## src/rtl/core_seq_pkg.sv

```systemverilog
// Shared types and default widths for the fetch/execute sequencer.
package core_seq_pkg;

    localparam int PC_W_DEF        = 10;
    localparam int OFF_W_DEF       = 6;
    localparam int MEM_TIMEOUT_DEF = 15;
    localparam int CNT_W_DEF       = 16;

    typedef enum logic [2:0] {
        IDLE,
        FETCH,
        EXEC,
        MEM,
        HALT
    } state_t;

endpackage

```

## src/rtl/branch_unit.sv

```systemverilog
// Branch resolution: flag test, taken decision and branch target selection.
module branch_unit
    import core_seq_pkg::*;
#(
    parameter int PC_W  = PC_W_DEF,
    parameter int OFF_W = OFF_W_DEF
) (
    input  logic [PC_W-1:0]  pc,
    input  logic [OFF_W-1:0] instr_off,
    input  logic             abs_branch,
    input  logic             rel_branch,
    input  logic             branch_flag,
    input  logic             branch_inv,
    input  logic             zero_flag,
    input  logic             neg_flag,
    input  logic [PC_W-1:0]  abs_target,
    output logic [PC_W-1:0]  target_pc,
    output logic             taken
);

    logic            cond;
    logic [PC_W-1:0] off_ext;

    assign cond    = (branch_flag ? neg_flag : zero_flag) ^ branch_inv;
    assign off_ext = {{(PC_W-OFF_W){instr_off[OFF_W-1]}}, instr_off};
    assign taken   = (abs_branch | rel_branch) & cond;

    // Absolute wins when the decoder raises both strobes
    always_comb begin
        target_pc = pc + off_ext;
        if (abs_branch) target_pc = abs_target;
    end

endmodule

```

## src/rtl/core_sequencer.sv

```systemverilog
// Multi-cycle FETCH/EXEC/MEM sequencer: PC, memory handshake, write gating, done/err.
module core_sequencer
    import core_seq_pkg::*;
#(
    parameter int PC_W        = PC_W_DEF,
    parameter int OFF_W       = OFF_W_DEF,
    parameter int MEM_TIMEOUT = MEM_TIMEOUT_DEF,
    parameter int CNT_W       = CNT_W_DEF
) (
    input  logic             clk,
    input  logic             rst_n,
    input  logic             start,
    input  logic [OFF_W-1:0] instr_off,
    input  logic             abs_branch,
    input  logic             rel_branch,
    input  logic             branch_flag,
    input  logic             branch_inv,
    input  logic             mem_write,
    input  logic             mem_to_reg,
    input  logic             halt_i,
    input  logic             zero_flag,
    input  logic             neg_flag,
    input  logic [PC_W-1:0]  abs_target,
    input  logic             mem_ack,
    output logic [PC_W-1:0]  pc,
    output logic             ir_load,
    output logic             reg_we_en,
    output logic             mem_req,
    output logic             mem_we,
    output logic             done,
    output logic             err,
    output logic [CNT_W-1:0] cycle_count
);

    localparam int WAIT_W = $clog2(MEM_TIMEOUT + 1);

    state_t            state_q, state_d;
    logic [PC_W-1:0]   pc_q, pc_d;
    logic [WAIT_W-1:0] wait_q, wait_d;
    logic [CNT_W-1:0]  cnt_q, cnt_d;
    logic              done_q, done_d;
    logic              err_q, err_d;
    logic [PC_W-1:0]   br_pc;
    logic              br_taken;
    logic              running;

    branch_unit #(
        .PC_W  (PC_W),
        .OFF_W (OFF_W)
    ) u_branch (
        .pc          (pc_q),
        .instr_off   (instr_off),
        .abs_branch  (abs_branch),
        .rel_branch  (rel_branch),
        .branch_flag (branch_flag),
        .branch_inv  (branch_inv),
        .zero_flag   (zero_flag),
        .neg_flag    (neg_flag),
        .abs_target  (abs_target),
        .target_pc   (br_pc),
        .taken       (br_taken)
    );

    always_comb begin
        state_d   = state_q;
        pc_d      = pc_q;
        wait_d    = wait_q;
        cnt_d     = cnt_q;
        done_d    = done_q;
        err_d     = err_q;
        ir_load   = 1'b0;
        reg_we_en = 1'b0;
        mem_req   = 1'b0;
        mem_we    = 1'b0;
        running   = 1'b0;
        unique case (state_q)
            IDLE, HALT: begin
                if (start) begin
                    state_d = FETCH;
                    pc_d    = '0;
                    cnt_d   = '0;
                    done_d  = 1'b0;
                    err_d   = 1'b0;
                end
            end
            FETCH: begin
                running = 1'b1;
                ir_load = 1'b1;
                state_d = EXEC;
            end
            EXEC: begin
                running = 1'b1;
                if (halt_i) begin
                    state_d = HALT;
                    done_d  = 1'b1;
                end else if (mem_write || mem_to_reg) begin
                    state_d = MEM;
                    wait_d  = '0;
                end else begin
                    reg_we_en = ~(abs_branch | rel_branch);
                    pc_d      = br_taken ? br_pc : pc_q + PC_W'(1);
                    state_d   = FETCH;
                end
            end
            MEM: begin
                running = 1'b1;
                mem_req = 1'b1;
                mem_we  = mem_write;
                if (mem_ack) begin
                    reg_we_en = mem_to_reg;
                    pc_d      = pc_q + PC_W'(1);
                    state_d   = FETCH;
                end else if (wait_q == WAIT_W'(MEM_TIMEOUT - 1)) begin
                    err_d   = 1'b1;
                    state_d = HALT;
                end else begin
                    wait_d = wait_q + WAIT_W'(1);
                end
            end
            default: state_d = IDLE;
        endcase
        // The halting cycle itself is not counted as elapsed run time
        if (running && state_d != HALT && cnt_q != '1)
            cnt_d = cnt_q + CNT_W'(1);
    end

    always_ff @(posedge clk or negedge rst_n) begin
        if (!rst_n) begin
            state_q <= IDLE;
            pc_q    <= '0;
            wait_q  <= '0;
            cnt_q   <= '0;
            done_q  <= 1'b0;
            err_q   <= 1'b0;
        end else begin
            state_q <= state_d;
            pc_q    <= pc_d;
            wait_q  <= wait_d;
            cnt_q   <= cnt_d;
            done_q  <= done_d;
            err_q   <= err_d;
        end
    end

    assign pc          = pc_q;
    assign done        = done_q;
    assign err         = err_q;
    assign cycle_count = cnt_q;

endmodule

```

## config.mk

```make
export PLATFORM = sky130hd
export DESIGN_NAME = core_sequencer
export DESIGN_NICKNAME = d
export VERILOG_FILES = /design/src/rtl/core_seq_pkg.sv /design/src/rtl/branch_unit.sv /design/src/rtl/core_sequencer.sv
export SDC_FILE = /design/constraint.sdc
export NUM_CORES = 1
export LEC_CHECK = 0
export ABC_AREA = 1
export CORE_ASPECT_RATIO = 0.75
export CORE_MARGIN = 2
export CORE_UTILIZATION = 35
export DETAILED_ROUTE_END_ITERATION = 16
export PLACE_DENSITY_LB_ADDON = 0.15
export RECOVER_POWER = 50
export SLEW_MARGIN = 20
export SYNTH_ARGS = -nofsm -noshare
export SYNTH_HDL_FRONTEND = slang
export SYNTH_SLANG_ARGS = --single-unit
```

## constraint.sdc

```tcl
create_clock -name clk -period 4.8 [get_ports clk]
set_clock_uncertainty 0.1 [all_clocks]
set_input_delay 0.72 -clock clk [delete_from_list [all_inputs] [get_ports clk]]
set_output_delay 0.72 -clock clk [all_outputs]
set_load 0.01 [all_outputs]
```

# Yosys cells after proc, flatten, opt, wreduce, memory -nomap -nowiden

Index checks and enable logic that the tools add are counted.

Add/subtract/negate cells: 4
Equal/unequal tests: 16
Mux-type cells: 36
Bitwise logic cells: 4
Reductions and logical operators: 17

Operators by type and width:

| cell                                                | count |
|---|---|
| two-way mux 10 bit                                  | 6 |
| two-way mux 16 bit                                  | 3 |
| case mux 10 bit (3 select lines)                    | 1 |
| inequality test 2 bit, second input constant        | 9 |
| adder 16 x 1 -> 16 bit, second input constant       | 1 |
| two-way mux 4 bit                                   | 4 |
| inequality test 16 bit, second input constant       | 1 |
| two-way mux 1 bit                                   | 12 |
| two-way mux 3 bit                                   | 4 |
| case mux 3 bit (4 select lines)                     | 1 |
| adder 10 x 1 -> 10 bit, second input constant       | 1 |
| adder 10 bit                                        | 1 |
| AND reduction 5 bit                                 | 2 |
| nonzero test 2 bit                                  | 5 |
| case mux 4 bit (2 select lines)                     | 1 |
| equality test 3 x 2 -> 1 bit, second input constant | 2 |
| case mux 1 bit (2 select lines)                     | 3 |
| adder 4 x 1 -> 4 bit, second input constant         | 1 |
| equality test 4 bit, second input constant          | 1 |
| AND reduction 4 bit                                 | 1 |
| equality test 3 x 1 -> 1 bit, second input constant | 1 |
| equality test 3 bit, second input constant          | 1 |
| logical NOT 3 bit                                   | 1 |
| inequality test 3 bit, second input constant        | 1 |
| 12 further kinds                                    | 13 |

Register bits: 35
Input bits: 29
Output and inout port bits: 32
Word-level logic and storage cells: 83

# Depth between registers and ports, before layout

Depth after elaboration: 9
Mapped depth: 14
Depth with buffers taken out: 14

# Cells and area by module

Synthesis repeated with hierarchy kept, for this count alone.

Cell total of the unflattened synthesis: 459
Area, all modules: 2967.8 µm²

Modules (own cells, without submodules):

| module         | instances | cells an instance | area an instance (µm²) | sequential area each (µm²) |
|---|---|---|---|---|
| core_sequencer | 1         | 348               | 2378.5                 | 875.8 |
| branch_unit    | 1         | 111               | 589.3                  | 0.0 |

# Least setup slack after synthesis

Ideal clock, no wire load.

Path kind: input to output
Start: input abs_branch
End: output reg_we_en
Arrival: 1.531 ns
Required time: 3.980 ns
Slack: 2.449 ns
Stages: 3
Path buffers: 1
Path through: buf_2 -> or2_2 -> o31ai_1

Cells in the longest elaborated chain, start to end: 5

RTL lines:

| item                            | line                  | RTL |
|---|---|---|
| from (decl)                     | core_sequencer.sv:14  | `input logic abs_branch,` |
| bitwise OR 1 bit                | core_sequencer.sv:100 | `reg_we_en = ~(abs_branch \| rel_branch);` |
| inverter 1 bit                  | core_sequencer.sv:100 |  |
| two-way mux 1 bit               | core_sequencer.sv:96  | `end else if (mem_write \|\| mem_to_reg) begin` |
| two-way mux 1 bit               | core_sequencer.sv:93  | `if (halt_i) begin` |
| case mux 1 bit (2 select lines) | core_sequencer.sv:76  | `unique case (state_q)` |
| to (decl)                       | core_sequencer.sv:27  | `output logic reg_we_en,` |

No other way between the ends.

# Final worst setup path

Same ends and word-level chain as after synthesis.

==> flow_summary.rst <==
.. list-table::
   :header-rows: 1

   * - Metric
     - Value
   * - Result of the run
     - complete, but fails checks
   * - Failing checks
     - capacitance limit, slew limit
   * - Async set-or-reset flop fraction in the synthesized netlist
     - 100%
   * - I/O pin cnt
     - 61
   * - Sequential Power Share
     - 27.9%
   * - Max Fanout on Critical Path
     - 10
   * - Total via count in the routed design
     - 2815
   * - Dominant synthesized flop cell
     - sky130_fd_sc_hd__dfrtp_1
   * - Pin count of the biggest net entering global routing
     - 36
   * - Actual slew at the worst max-slew pin
     - 1.95 ns
   * - Hold WC Path Type
     - reg -> reg
   * - CTS Root Buffer Type
     - sky130_fd_sc_hd__clkbuf_8
   * - Endpoint class of the critical path
     - output pin
   * - Clock-pin slew of the registers on the worst-case setup and hold paths
     - 0.08 ns
   * - Family with the most delay on the worst path
     - buffers and inverters
   * - Critical path type
     - in -> out
   * - Ant diodes
     - 0
   * - Starting utilization of the core area
     - 36.1%
   * - Final count of pins violating max slew
     - 36
   * - Post-synthesis cell count
     - 396
   * - Setup slack after layout
     - 1.52 ns
   * - Number of synthesized register bits
     - 35
   * - FILL cells
     - 822
   * - Combinational share of power
     - 58.5%
   * - Most frequent cells in the layout
     - sky130_fd_sc_hd__nand2_1 (89), sky130_fd_sc_hd__inv_1 (56), sky130_fd_sc_hd__clkdlybuf4s50_1 (53), sky130_fd_sc_hd__nor2_1 (38), sky130_fd_sc_hd__dfrtp_1 (35)
   * - Avg Vias per Cell
     - 4.98
   * - CP required
     - 3.98 ns
   * - Buffer count from post-CTS setup fixing
     - 0
   * - Number of buffers and inverters on the critical path
     - 3
   * - Element type at the critical path start
     - input pin
   * - Most common library cell in the layout ignoring fill and taps
     - sky130_fd_sc_hd__nand2_1
   * - Sw power
     - 967 uW
   * - Clock latency reported for the late side of the worst-skew pair
     - 0.29 ns
   * - Area contributors post-synth
     - sky130_fd_sc_hd__dfrtp_1 (31%), sky130_fd_sc_hd__nand2_1 (11%), sky130_fd_sc_hd__inv_1 (7.4%)
   * - Die area
     - 0.00888 mm^2
   * - Share of the synthesized area in the top cell type
     - 30.8%
   * - Delay of the slowest cell on the worst path
     - 0.58 ns
   * - Worst IR Drop VDD
     - 0.000238 V
   * - Power Total
     - 2.02 mW
   * - Number of synthesis warnings
     - 0
   * - Critical Path, Cell by Cell
     - clkdlybuf4s50_1, buf_4, or2_2, o31ai_1, clkdlybuf4s50_1
   * - Final design area excluding fillers
     - 0.00363 mm^2
   * - Placer Congestion
     - 0.878
   * - Setup violators final
     - 0
   * - Final critical-path required period
     - 3.28 ns
   * - Cells resized by post-CTS repair
     - 0
   * - Die Wd
     - 108 um
   * - IO Port Bufs
     - 60
   * - Setup total negative slack
     - 0 ns
   * - Final hold vios
     - 0
   * - Clock Power Share
     - 13.6%
   * - Share of the cycle needed by the critical path after routing
     - 68.4%
   * - Wire length of the first global-routing pass
     - 12.7 mm
   * - Antenna violation net count after detailed routing
     - 0
   * - Mapped cell area
     - 0.00285 mm^2
   * - Max-capacitance violation count
     - 1
   * - Core Rows
     - 28
   * - Cell occurring most often along the worst timing path
     - sky130_fd_sc_hd__clkdlybuf4s50_1
   * - Cell type contributing the most total cell area after synthesis
     - sky130_fd_sc_hd__dfrtp_1
   * - Initial antenna violation count
     - 0
   * - Total Wirelength
     - 7.74 mm
   * - Area of the core
     - 0.00788 mm^2
   * - Achievable Freq
     - 305 MHz
   * - Setup repair after global routing missed its margin
     - false
   * - Average routed wire per standard cell
     - 13.7 um
   * - Detailed Place HPWL
     - 6.01 mm
   * - Tot GR Track Use
     - 18.3%
   * - TritonCTS clock tree
     - yes
   * - Maximum buffer depth of the clock tree
     - 2
   * - NumNets Final
     - 502
   * - Clock buffers created by TritonCTS
     - 5
   * - Sinks on Clock Net
     - 35
   * - Post-Synthesis Net Count
     - 439
   * - Avg Cell Area, Syn
     - 7.19 um^2
   * - Number of H-tree levels
     - 2
   * - Total grt overflow
     - 0
   * - Count of flip-flops with a built-in enable after synthesis
     - 0
   * - Post-Place Worst Slack
     - 1.53 ns
   * - Power per cell area
     - 556 mW/mm^2
   * - Switching part of the total power
     - 47.9%
   * - Slowest cell on the critical path
     - sky130_fd_sc_hd__clkdlybuf4s50_1
   * - Initial DRC count
     - 160
   * - Post-route non-filler standard cell count
     - 565
   * - Post-placement cell area
     - 0.00354 mm^2
   * - Via count of the first global-routing pass
     - 2542
   * - Data arrival time of the critical path
     - 2.46 ns
   * - # hold bufs at CTS
     - 0
   * - Chip height
     - 82.1 um
   * - Relative slew slack
     - -29.9%
   * - Seq/Total Area, Yosys
     - 30.8%
   * - Proportion of layout cells with a drive suffix above 1
     - 8.48%
   * - Cell leakage power
     - 1.64 nW
   * - Number of iterations in the first detailed-routing pass
     - 4
   * - Instance count after placement with tap cells included
     - 557
   * - Count of distinct cell types in the synthesized netlist
     - 41
   * - Area delta synth->final
     - 27.3%
   * - DRC viols
     - 0
   * - Internal power of the cells
     - 1.05 mW
## worst register-to-register path, stage by stage, from the launching register on
cell and delay [ns]:
sky130_fd_sc_hd__dfrtp_1 0.39, sky130_fd_sc_hd__inv_1 0.11, sky130_fd_sc_hd__nand2_2 0.08, sky130_fd_sc_hd__nor2_1 0.55, sky130_fd_sc_hd__nand2_1 0.24, sky130_fd_sc_hd__nand3_1 0.18, sky130_fd_sc_hd__a21oi_1 0.06, sky130_fd_sc_hd__nand2_1 0.53
sky130_fd_sc_hd__inv_1 0.28, sky130_fd_sc_hd__nand3_1 0.13, sky130_fd_sc_hd__o21ai_0 0.09
## metal layers
layer	global-route usage, %	part of all wire, %	vias to the layer above
met1	28.7	54	1297
met5	0	0	-
met4	4.49	1.1	0
met3	3.69	5.9	11
li1	-	-	1429
met2	25.3	39	78
## Yosys cell counts, types with 2 or more instances
cell type	number
sky130_fd_sc_hd__nand2_1	87
sky130_fd_sc_hd__inv_1	56
sky130_fd_sc_hd__nor2_1	37
sky130_fd_sc_hd__dfrtp_1	35
sky130_fd_sc_hd__nand3_1	33
sky130_fd_sc_hd__a21oi_1	20
sky130_fd_sc_hd__o21ai_0	18
sky130_fd_sc_hd__xor2_1	15
sky130_fd_sc_hd__ha_1	13
sky130_fd_sc_hd__nand4_1	7
sky130_fd_sc_hd__nor3_1	6
sky130_fd_sc_hd__o22ai_2	6
sky130_fd_sc_hd__or2_2	6
sky130_fd_sc_hd__nor2_4	5
sky130_fd_sc_hd__nand2_2	4
sky130_fd_sc_hd__o211ai_1	4
sky130_fd_sc_hd__o21ai_1	4
sky130_fd_sc_hd__a21oi_2	3
sky130_fd_sc_hd__nand2_4	3
sky130_fd_sc_hd__nand3_2	3
sky130_fd_sc_hd__nor4_1	3
sky130_fd_sc_hd__o22ai_1	3
sky130_fd_sc_hd__xnor2_1	3
sky130_fd_sc_hd__a22oi_1	2
sky130_fd_sc_hd__and3_1	2
sky130_fd_sc_hd__buf_6	2
sky130_fd_sc_hd__inv_2	2
## through the flow
stage / utilization [%] / hold WS [ns]
2_1_floorplan: - / 0.324
3_3_place_gp: 45.0 / 0.412
3_5_place_dp: 45.0 / 0.412
4_1_cts: 46.4 / 0.424
5_1_grt: 46.0 / 0.450
6_report: 46.0 / 0.419
## logic make-up after synthesis
logic type / share of synthesized area (%)
compound gates: 14.8
xor+xnor: 5.54
fa+ha+maj: 6.41
buf+inv: 9.14
flops: 30.8
simple gates: 33.4
## flip-flops by register name, summed over array words and instances, names as in the netlist
name and cells:
err 1, wait_q 4, done 1, cycle_count 16
state_q 3, pc 10
## power by group through the flow
| stage | Combinational, mW | Clock (mW) | Sequential, mW |
|---|---|---|---|
| 2_1_floorplan | 0.796 | 0 | 0.574 |
| 3_3_place_gp | 1.19 | 0 | 0.568 |
| 3_5_place_dp | 1.20 | 0 | 0.571 |
| 4_1_cts | 1.21 | 0.282 | 0.566 |
| 5_1_grt | 1.33 | 0.298 | 0.586 |
| 6_report | 1.18 | 0.274 | 0.563 |
## cell type report
class / instances / area (um^2) / share of cell area [%]
Tap cell: 105 / 131 / 3.62
Multi-Input combinational cell: 297 / 1680 / 46.4
Sequential cell: 35 / 876 / 24.2
Timing Repair Buffer: 61 / 602 / 16.6
Inverter: 59 / 221 / 6.11
Clock inverter: 3 / 43.8 / 1.21
Clock buffer: 5 / 68.8 / 1.90
## worst paths after layout
path	from	cells after the start	end	slack, ns
max in group asynchronous	rst_n	1	pc[1]	2.61
min in group asynchronous	rst_n	1	pc[2]	0.86
hold / removal	err	2	err	0.42
setup / recovery	abs_branch	5	reg_we_en	1.52
setup reg to reg	state_q[2]	10	cycle_count[4]	1.94
hold reg to reg	err	2	err	0.42
Note: power is estimated with default switching activity, not from simulation.
